==> config.mk <==
export PLATFORM = sky130hd
export DESIGN_NAME = rgbw_frame_decoder
export DESIGN_NICKNAME = d
export VERILOG_FILES = /design/src/rtl/rgbw_pkg.sv /design/src/rtl/rgbw_rdy_sync.sv /design/src/rtl/rgbw_frame_decoder.sv
export SDC_FILE = /design/constraint.sdc
export NUM_CORES = 1
export LEC_CHECK = 0
export ABC_AREA = 1
export CAP_MARGIN = 15
export CORE_UTILIZATION = 62
export CTS_BUF_LIST = sky130_fd_sc_hd__clkbuf_2
export CTS_CLUSTER_SIZE = 24
export DETAILED_ROUTE_END_ITERATION = 16
export HOLD_SLACK_MARGIN = 0.03
export PLACE_DENSITY = 0.95
export SETUP_SLACK_MARGIN = 0.15
export SYNTH_ARGS = -nofsm -noshare
export SYNTH_HDL_FRONTEND = slang
export SYNTH_HIERARCHICAL = 1
export SYNTH_SLANG_ARGS = --single-unit
==> constraint.sdc <==
create_clock -name clk -period 4.8 [get_ports clk]
set_input_delay 1.2 -clock clk [delete_from_list [all_inputs] [get_ports clk]]
set_output_delay 1.2 -clock clk [all_outputs]
set_load 0.1 [all_outputs]
==> src/rtl/rgbw_pkg.sv <==
// ---------------------------------------------------------------------------
// rgbw_pkg
// Shared declarations for the RGBW frame decoder.
//   state_e           : frame FSM state encoding (2-bit)
//   DEFAULT_SYNC_BYTE : marker that opens every frame
//   clog2()           : ceiling log2, used to size the index and timeout counters
// ---------------------------------------------------------------------------
package rgbw_pkg;

    typedef enum logic [1:0] {
        ST_HUNT    = 2'd0,
        ST_PAYLOAD = 2'd1,
        ST_MODE    = 2'd2,
        ST_CSUM    = 2'd3
    } state_e;

    localparam logic [7:0] DEFAULT_SYNC_BYTE = 8'h55;

    // Number of bits needed to hold the values 0 .. value-1.
    function automatic int clog2(input int value);
        int result;
        result = 0;
        for (int i = 0; i < 31; i++) begin
            if ((1 << i) < value) begin
                result = i + 1;
            end
        end
        return result;
    endfunction

endpackage

==> src/rtl/rgbw_rdy_sync.sv <==
// ---------------------------------------------------------------------------
// rgbw_rdy_sync
// Brings the SPI byte-ready level into the clk domain and turns each rising
// edge into a single one-enabled-cycle strobe, with the matching byte.
// Ports:
//   clk, reset   : system clock, synchronous active-high reset
//   clk_half     : clock enable, state advances only when low
//   rx_rdy       : byte-ready level from the SPI slave (asynchronous)
//   rx_data      : received byte, stable while rx_rdy is high
//   strobe       : one enabled cycle per rx_rdy rising edge
//   byte_q       : byte belonging to the current strobe
// ---------------------------------------------------------------------------
module rgbw_rdy_sync #(
    parameter int DATA_W = 8
) (
    input  logic              clk,
    input  logic              reset,
    input  logic              clk_half,
    input  logic              rx_rdy,
    input  logic [DATA_W-1:0] rx_data,
    output logic              strobe,
    output logic [DATA_W-1:0] byte_q
);

    logic              s1_q;
    logic              s2_q;
    logic              strobe_q;
    logic [DATA_W-1:0] data_q;
    logic              edgeSeen;

    // Rising edge as seen after the two synchroniser flops.
    assign edgeSeen = s1_q & ~s2_q;

    // Synchroniser chain plus a registered strobe. The byte is taken on the
    // same edge that registers the strobe, while rx_rdy is known to be high,
    // so strobe and byte leave this block together from flops.
    always_ff @(posedge clk) begin
        if (reset) begin
            s1_q     <= 1'b0;
            s2_q     <= 1'b0;
            strobe_q <= 1'b0;
            data_q   <= '0;
        end else if (!clk_half) begin
            s1_q     <= rx_rdy;
            s2_q     <= s1_q;
            strobe_q <= edgeSeen;
            if (edgeSeen) begin
                data_q <= rx_data;
            end
        end
    end

    assign strobe = strobe_q;
    assign byte_q = data_q;

endmodule

==> src/rtl/rgbw_frame_decoder.sv <==
// ---------------------------------------------------------------------------
// rgbw_frame_decoder
// Hunts for a sync byte, collects NUM_CH channel bytes, a mode byte and an
// optional checksum byte, and only then updates the channel bank atomically.
// Ports:
//   clk, reset   : system clock, synchronous active-high reset
//   clk_half     : clock enable, state advances only when low
//   rx_data      : received byte from the SPI slave
//   rx_rdy       : byte-ready level from the SPI slave
//   ch_out       : channel bank, channel 0 in the LSBs
//   mode_out     : mode byte of the last valid frame
//   frame_valid  : one-enabled-cycle pulse when the bank updates
//   frame_err    : one-enabled-cycle pulse on checksum failure or timeout
//   err_count    : saturating count of frame_err pulses
//   busy         : high while a frame is being collected
// ---------------------------------------------------------------------------
module rgbw_frame_decoder
    import rgbw_pkg::*;
#(
    parameter int                NUM_CH      = 6,
    parameter int                DATA_W      = 8,
    parameter logic [DATA_W-1:0] SYNC_BYTE   = DATA_W'(DEFAULT_SYNC_BYTE),
    parameter bit                CHECKSUM_EN = 1'b1,
    parameter int                TIMEOUT_CYC = 4096
) (
    input  logic                     clk,
    input  logic                     reset,
    input  logic                     clk_half,
    input  logic [DATA_W-1:0]        rx_data,
    input  logic                     rx_rdy,
    output logic [NUM_CH*DATA_W-1:0] ch_out,
    output logic [DATA_W-1:0]        mode_out,
    output logic                     frame_valid,
    output logic                     frame_err,
    output logic [7:0]               err_count,
    output logic                     busy
);

    localparam int                IDX_W    = (clog2(NUM_CH) < 1) ? 1 : clog2(NUM_CH);
    localparam int                TO_W     = clog2(TIMEOUT_CYC);
    localparam logic [IDX_W-1:0]  LAST_IDX = IDX_W'(NUM_CH - 1);
    localparam logic [TO_W-1:0]   TO_LAST  = TO_W'(TIMEOUT_CYC - 1);

    logic              strobe;
    logic [DATA_W-1:0] rxByte;

    state_e                          state_q, state_d;
    logic [IDX_W-1:0]                idx_q, idx_d;
    logic [DATA_W-1:0]               sum_q, sum_d;
    logic [DATA_W-1:0]               csumTotal;
    logic [TO_W-1:0]                 toCnt_q, toCnt_d;
    logic [NUM_CH-1:0][DATA_W-1:0]   shadow_q, shadow_d;
    logic [NUM_CH-1:0][DATA_W-1:0]   chOut_q, chOut_d;
    logic [DATA_W-1:0]               modeShadow_q, modeShadow_d;
    logic [DATA_W-1:0]               modeOut_q, modeOut_d;
    logic                            frameValid_q, frameValid_d;
    logic                            frameErr_q, frameErr_d;
    logic [7:0]                      errCount_q, errCount_d;

    rgbw_rdy_sync #(
        .DATA_W (DATA_W)
    ) u_rdy_sync (
        .clk      (clk),
        .reset    (reset),
        .clk_half (clk_half),
        .rx_rdy   (rx_rdy),
        .rx_data  (rx_data),
        .strobe   (strobe),
        .byte_q   (rxByte)
    );

    // Frame FSM next-state logic. The timeout is only evaluated on cycles
    // without a strobe, so a byte arriving on the expiry cycle wins. The
    // shadow bank is copied to the outputs only on a complete, valid frame.
    always_comb begin
        state_d      = state_q;
        idx_d        = idx_q;
        sum_d        = sum_q;
        toCnt_d      = toCnt_q;
        shadow_d     = shadow_q;
        chOut_d      = chOut_q;
        modeShadow_d = modeShadow_q;
        modeOut_d    = modeOut_q;
        frameValid_d = 1'b0;
        frameErr_d   = 1'b0;
        errCount_d   = errCount_q;
        csumTotal    = sum_q + rxByte;

        if (strobe) begin
            toCnt_d = '0;
        end else if (state_q != ST_HUNT) begin
            if (toCnt_q == TO_LAST) begin
                toCnt_d    = '0;
                state_d    = ST_HUNT;
                frameErr_d = 1'b1;
            end else begin
                toCnt_d = toCnt_q + 1'b1;
            end
        end

        case (state_q)
            ST_HUNT: begin
                if (strobe && rxByte == SYNC_BYTE) begin
                    state_d = ST_PAYLOAD;
                    idx_d   = '0;
                    sum_d   = '0;
                end
            end
            ST_PAYLOAD: begin
                if (strobe) begin
                    shadow_d[idx_q] = rxByte;
                    sum_d           = sum_q + rxByte;
                    idx_d           = idx_q + 1'b1;
                    if (idx_q == LAST_IDX) begin
                        state_d = ST_MODE;
                    end
                end
            end
            ST_MODE: begin
                if (strobe) begin
                    modeShadow_d = rxByte;
                    sum_d        = sum_q + rxByte;
                    if (CHECKSUM_EN) begin
                        state_d = ST_CSUM;
                    end else begin
                        chOut_d      = shadow_q;
                        modeOut_d    = rxByte;
                        frameValid_d = 1'b1;
                        state_d      = ST_HUNT;
                    end
                end
            end
            ST_CSUM: begin
                if (strobe) begin
                    // Payload + mode + checksum must wrap to zero.
                    if (csumTotal == '0) begin
                        chOut_d      = shadow_q;
                        modeOut_d    = modeShadow_q;
                        frameValid_d = 1'b1;
                    end else begin
                        frameErr_d = 1'b1;
                    end
                    state_d = ST_HUNT;
                end
            end
            default: begin
                state_d = ST_HUNT;
            end
        endcase

        if (frameErr_d && errCount_q != 8'hFF) begin
            errCount_d = errCount_q + 8'd1;
        end
    end

    // State register. Reset acts on every clk edge; everything else only
    // moves on enabled edges, which also stretches the pulses to exactly
    // one enabled cycle.
    always_ff @(posedge clk) begin
        if (reset) begin
            state_q      <= ST_HUNT;
            idx_q        <= '0;
            sum_q        <= '0;
            toCnt_q      <= '0;
            shadow_q     <= '0;
            chOut_q      <= '0;
            modeShadow_q <= '0;
            modeOut_q    <= '0;
            frameValid_q <= 1'b0;
            frameErr_q   <= 1'b0;
            errCount_q   <= '0;
        end else if (!clk_half) begin
            state_q      <= state_d;
            idx_q        <= idx_d;
            sum_q        <= sum_d;
            toCnt_q      <= toCnt_d;
            shadow_q     <= shadow_d;
            chOut_q      <= chOut_d;
            modeShadow_q <= modeShadow_d;
            modeOut_q    <= modeOut_d;
            frameValid_q <= frameValid_d;
            frameErr_q   <= frameErr_d;
            errCount_q   <= errCount_d;
        end
    end

    assign ch_out      = chOut_q;
    assign mode_out    = modeOut_q;
    assign frame_valid = frameValid_q;
    assign frame_err   = frameErr_q;
    assign err_count   = errCount_q;
    assign busy        = (state_q != ST_HUNT);

endmodule

==> impl_results.md <==
- Rel. slew slack: approximately 34%
- Antenna viol nets, final: 0
- Final cycle utilization of the critical path: a little over four fifths
- Drt pass-1 iters: 6
- Die ar.: approximately 11000 µm²
- Gr usage total: between 20% and 30%
- Die Ht: roughly 110 µm
- Most common cell after layout, fill and taps aside: dfxtp_1
- Yosys warns: 6
- WL final: 14500 µm
- CTS buffer count: 17
- Slew @ Worst Pin: roughly 980 ps
- Largest net degree at the start of global routing: 66
- Worst Path Arrival: around 2800 ps
- Most frequent cells in the layout: dfxtp_1, a21oi_1, nand2_1, inv_1, nor2_1
- Vias in the first global route: about 5400
- Fmax: 249 MHz
- Crit. End Element: output port
- Top Ports: slightly below 80
- Core Area: 10400 µm²
- Yosys reg bits: about 160
- Hold WC Path Type: reg -> reg
- Via density: roughly 5.5
- Antenna diodes: 0
- Fin Setup TNS: 0 ps
- # DRC: 0
- Synthesis-to-finish area growth: 14.7%
- CTS tree: done
- Register area share after synthesis: ~47%
- Clk slew on worst S/H paths: 210 ps
- Critical path type: reg -> out
- CP peak stage delay: about 1200 ps
- Hold_ws: approximately 460 ps
- PD cells: about 280 nW/µm²
- Most frequent cell on the critical path: inv_1
- Ratio of cells with drive above 1 in the final layout: between 8 and 9%
- Layout Nets: around 980
- CP max FO: 5
- Cell Area, Synth: just under 7000 µm²
- Mapped Cells: slightly below 900
- Clk_skew: roughly 42 ps
- Syn Area/Cell: approximately 7.6 µm²
- Avg WL per Cell: ~13 µm
- RSZ-0062 raised after global routing: false
- Total power: 2.15 mW
- GPL Wtd Cong: 0.869
- Leak pwr: between 2 and 3 nW
- H-tree Lvls: 4
- Status: finished, final reports clean
- Startpoint types: register
- Max Root-Sink Buffers: 2
- Root buffer cell: clkbuf_2
- Number of DRC markers in iteration 0: between 400 and 500
- Setup-failing EPs final: 0
- Register Area: between 3000 and 4000 µm²
- Buffers on Ports: 78
- Count of cell types in the netlist: 37
- Post-DP HPWL: about 10000 µm
- Post-cts resize count: 0
- Net count after synthesis: between 900 and 1000
- Final worst path period need: ~4000 ps
- Placement Rows: 37
- Max VDD drop: between 0.15 and 0.2 mV
- Hold Fails Final Rpt: 0
- MaxCap Viol Count: 0
- Fill cell count: 768
- Area of the multi-input gates: roughly 2900 µm²
- Cells along the critical path: inv_1, ha_1, inv_1, clkdlybuf4s50_1
- Post-CTS Setup Repair Bufs: 0
- Slowest-stage cell, CP: clkdlybuf4s50_1
- First-pass GRT wire length: ~24000 µm
- Die X: roughly 110 µm
- # hold bufs at CTS: 0
- Clk Latency, worst-skew pair: between 700 and 800 ps
- DR vias: roughly 6000
- Worst endpoint required time: approximately 3600 ps
- Max-slew violation count: 0
- Total grt overflow: 0
- Num Clock Sinks: between 150 and 200
- Initial Utilization: around 65%
- Antenna violations before repair: 0
[logic make-up (layout without fill, tap and decap cells)]
logic type	after synthesis	in the layout	synth area share [%]
and+or+nand+nor	311	311	20.5
buffers and inverters	159	234	10.2
AOI/OAI and AO/OA	234	234	18.1
DFF	158	158	46.9
xor gates and xnor gates	9	9	1.17
adders and majority gates	16	16	3.08
[routing by layer]
metal | routed length (µm) | global-route usage, % | share of wire, %
met3 | 806 | 5.64 | 5.6
met5 | 0 | 0 | 0
met2 | 7060 | 44.2 | 49
met4 | 344 | 10.8 | 2.4
met1 | 6310 | 32.5 | 43
[metrics by stage]
step | setup slack (ps) | instances | cell area (µm²) | utilization, %
global placement | 1440 | 1066 | 7490 | 71.9
finish | 790 | 1098 | 7730 | 74.2
global route | 660 | 1098 | 7730 | 74.2
detailed placement | 1380 | 1066 | 7490 | 71.9
floorplan | 2310 | 887 | 6740 | -
CTS | 774 | 1098 | 7730 | 74.2
[worst paths after layout]
kind | cells after the start | end | slack, ps | from
setup / recovery | 4 | busy | 790 | state_q[0]$_SDFFE_PP0N_
hold / removal | 2 | ch_out[47]$_SDFFE_PP0P_ | 460 | ch_out[47]$_SDFFE_PP0P_
setup reg to reg | 9 | ch_out[29]$_SDFFE_PP0P_ | 1590 | u_rdy_sync/byte_q[1]$_SDFFE_PP0P_
hold reg to reg | 2 | ch_out[47]$_SDFFE_PP0P_ | 460 | ch_out[47]$_SDFFE_PP0P_
[registers in the layout, summed over array words and instances (netlist names)]
name / flops
ch_out: 48
shadow_q: 48
u_rdy_sync/s1_q: 1
u_rdy_sync/byte_q: 8
sum_q: 8
mode_out: 8
state_q: 2
u_rdy_sync/s2_q: 1
modeShadow_q: 8
frame_valid: 1
idx_q: 3
u_rdy_sync/strobe: 1
toCnt_q: 12
err_count: 8
frame_err: 1
[area by class of cell]
class | count | share of cell area (%)
multi-input cells | 570 | 37.4
clock buffers | 18 | 1.16
clock inverters | 14 | 1.96
inverters | 118 | 5.73
repair buffers | 84 | 10.7
flip-flops and latches | 158 | 40.9
well taps | 136 | 2.20
[Yosys cell counts]
cell type    n  share of area [%]
a211oi_1     1               0.11
a21oi_1    123                9.1
a21oi_2      9                1.2
a22oi_1      1               0.11
a31oi_1      1              0.093
and3_1       1              0.093
buf_2        6               0.45
buf_4        3               0.33
buf_6       10                1.7
clkbuf_1    22                1.2
clkinv_1     2               0.11
dfxtp_1    158                 47
fa_1         1               0.30
ha_1        15                2.8
inv_1      110                6.1
inv_2        6               0.33
nand2_1    114                6.3
nand2_2      8               0.74
nand3_1     43                3.2
nand3_2      2               0.30
nand3_4      2               0.52
nand4_1      6               0.56
nor2_1     109                6.1
nor2_2       4               0.37
nor2_4       4               0.67
nor3_1       9               0.67
nor3_2       1               0.15
nor3b_1      3               0.33
nor4_1       1              0.093
o21ai_0     80                5.9
o21ai_1     16                1.2
o21ai_2      2               0.26
o21bai_1     1               0.11
or2_2        3               0.28
or2_4        1               0.13
xnor2_1      1               0.13
xor2_1       8                1.0
[power breakdown]
group	internal (mW)	switching, mW
registers	1.32	0.0133
logic	0.0327	0.0636
clock network	0.208	0.509
[worst max-delay path, delay by kind of cell, from the launching register on]
family,cells,cell delay [ps]
fa+ha+maj,1,250
buf+inv,3,1410
flops,1,450
Power figures use the tool's default switching activity.
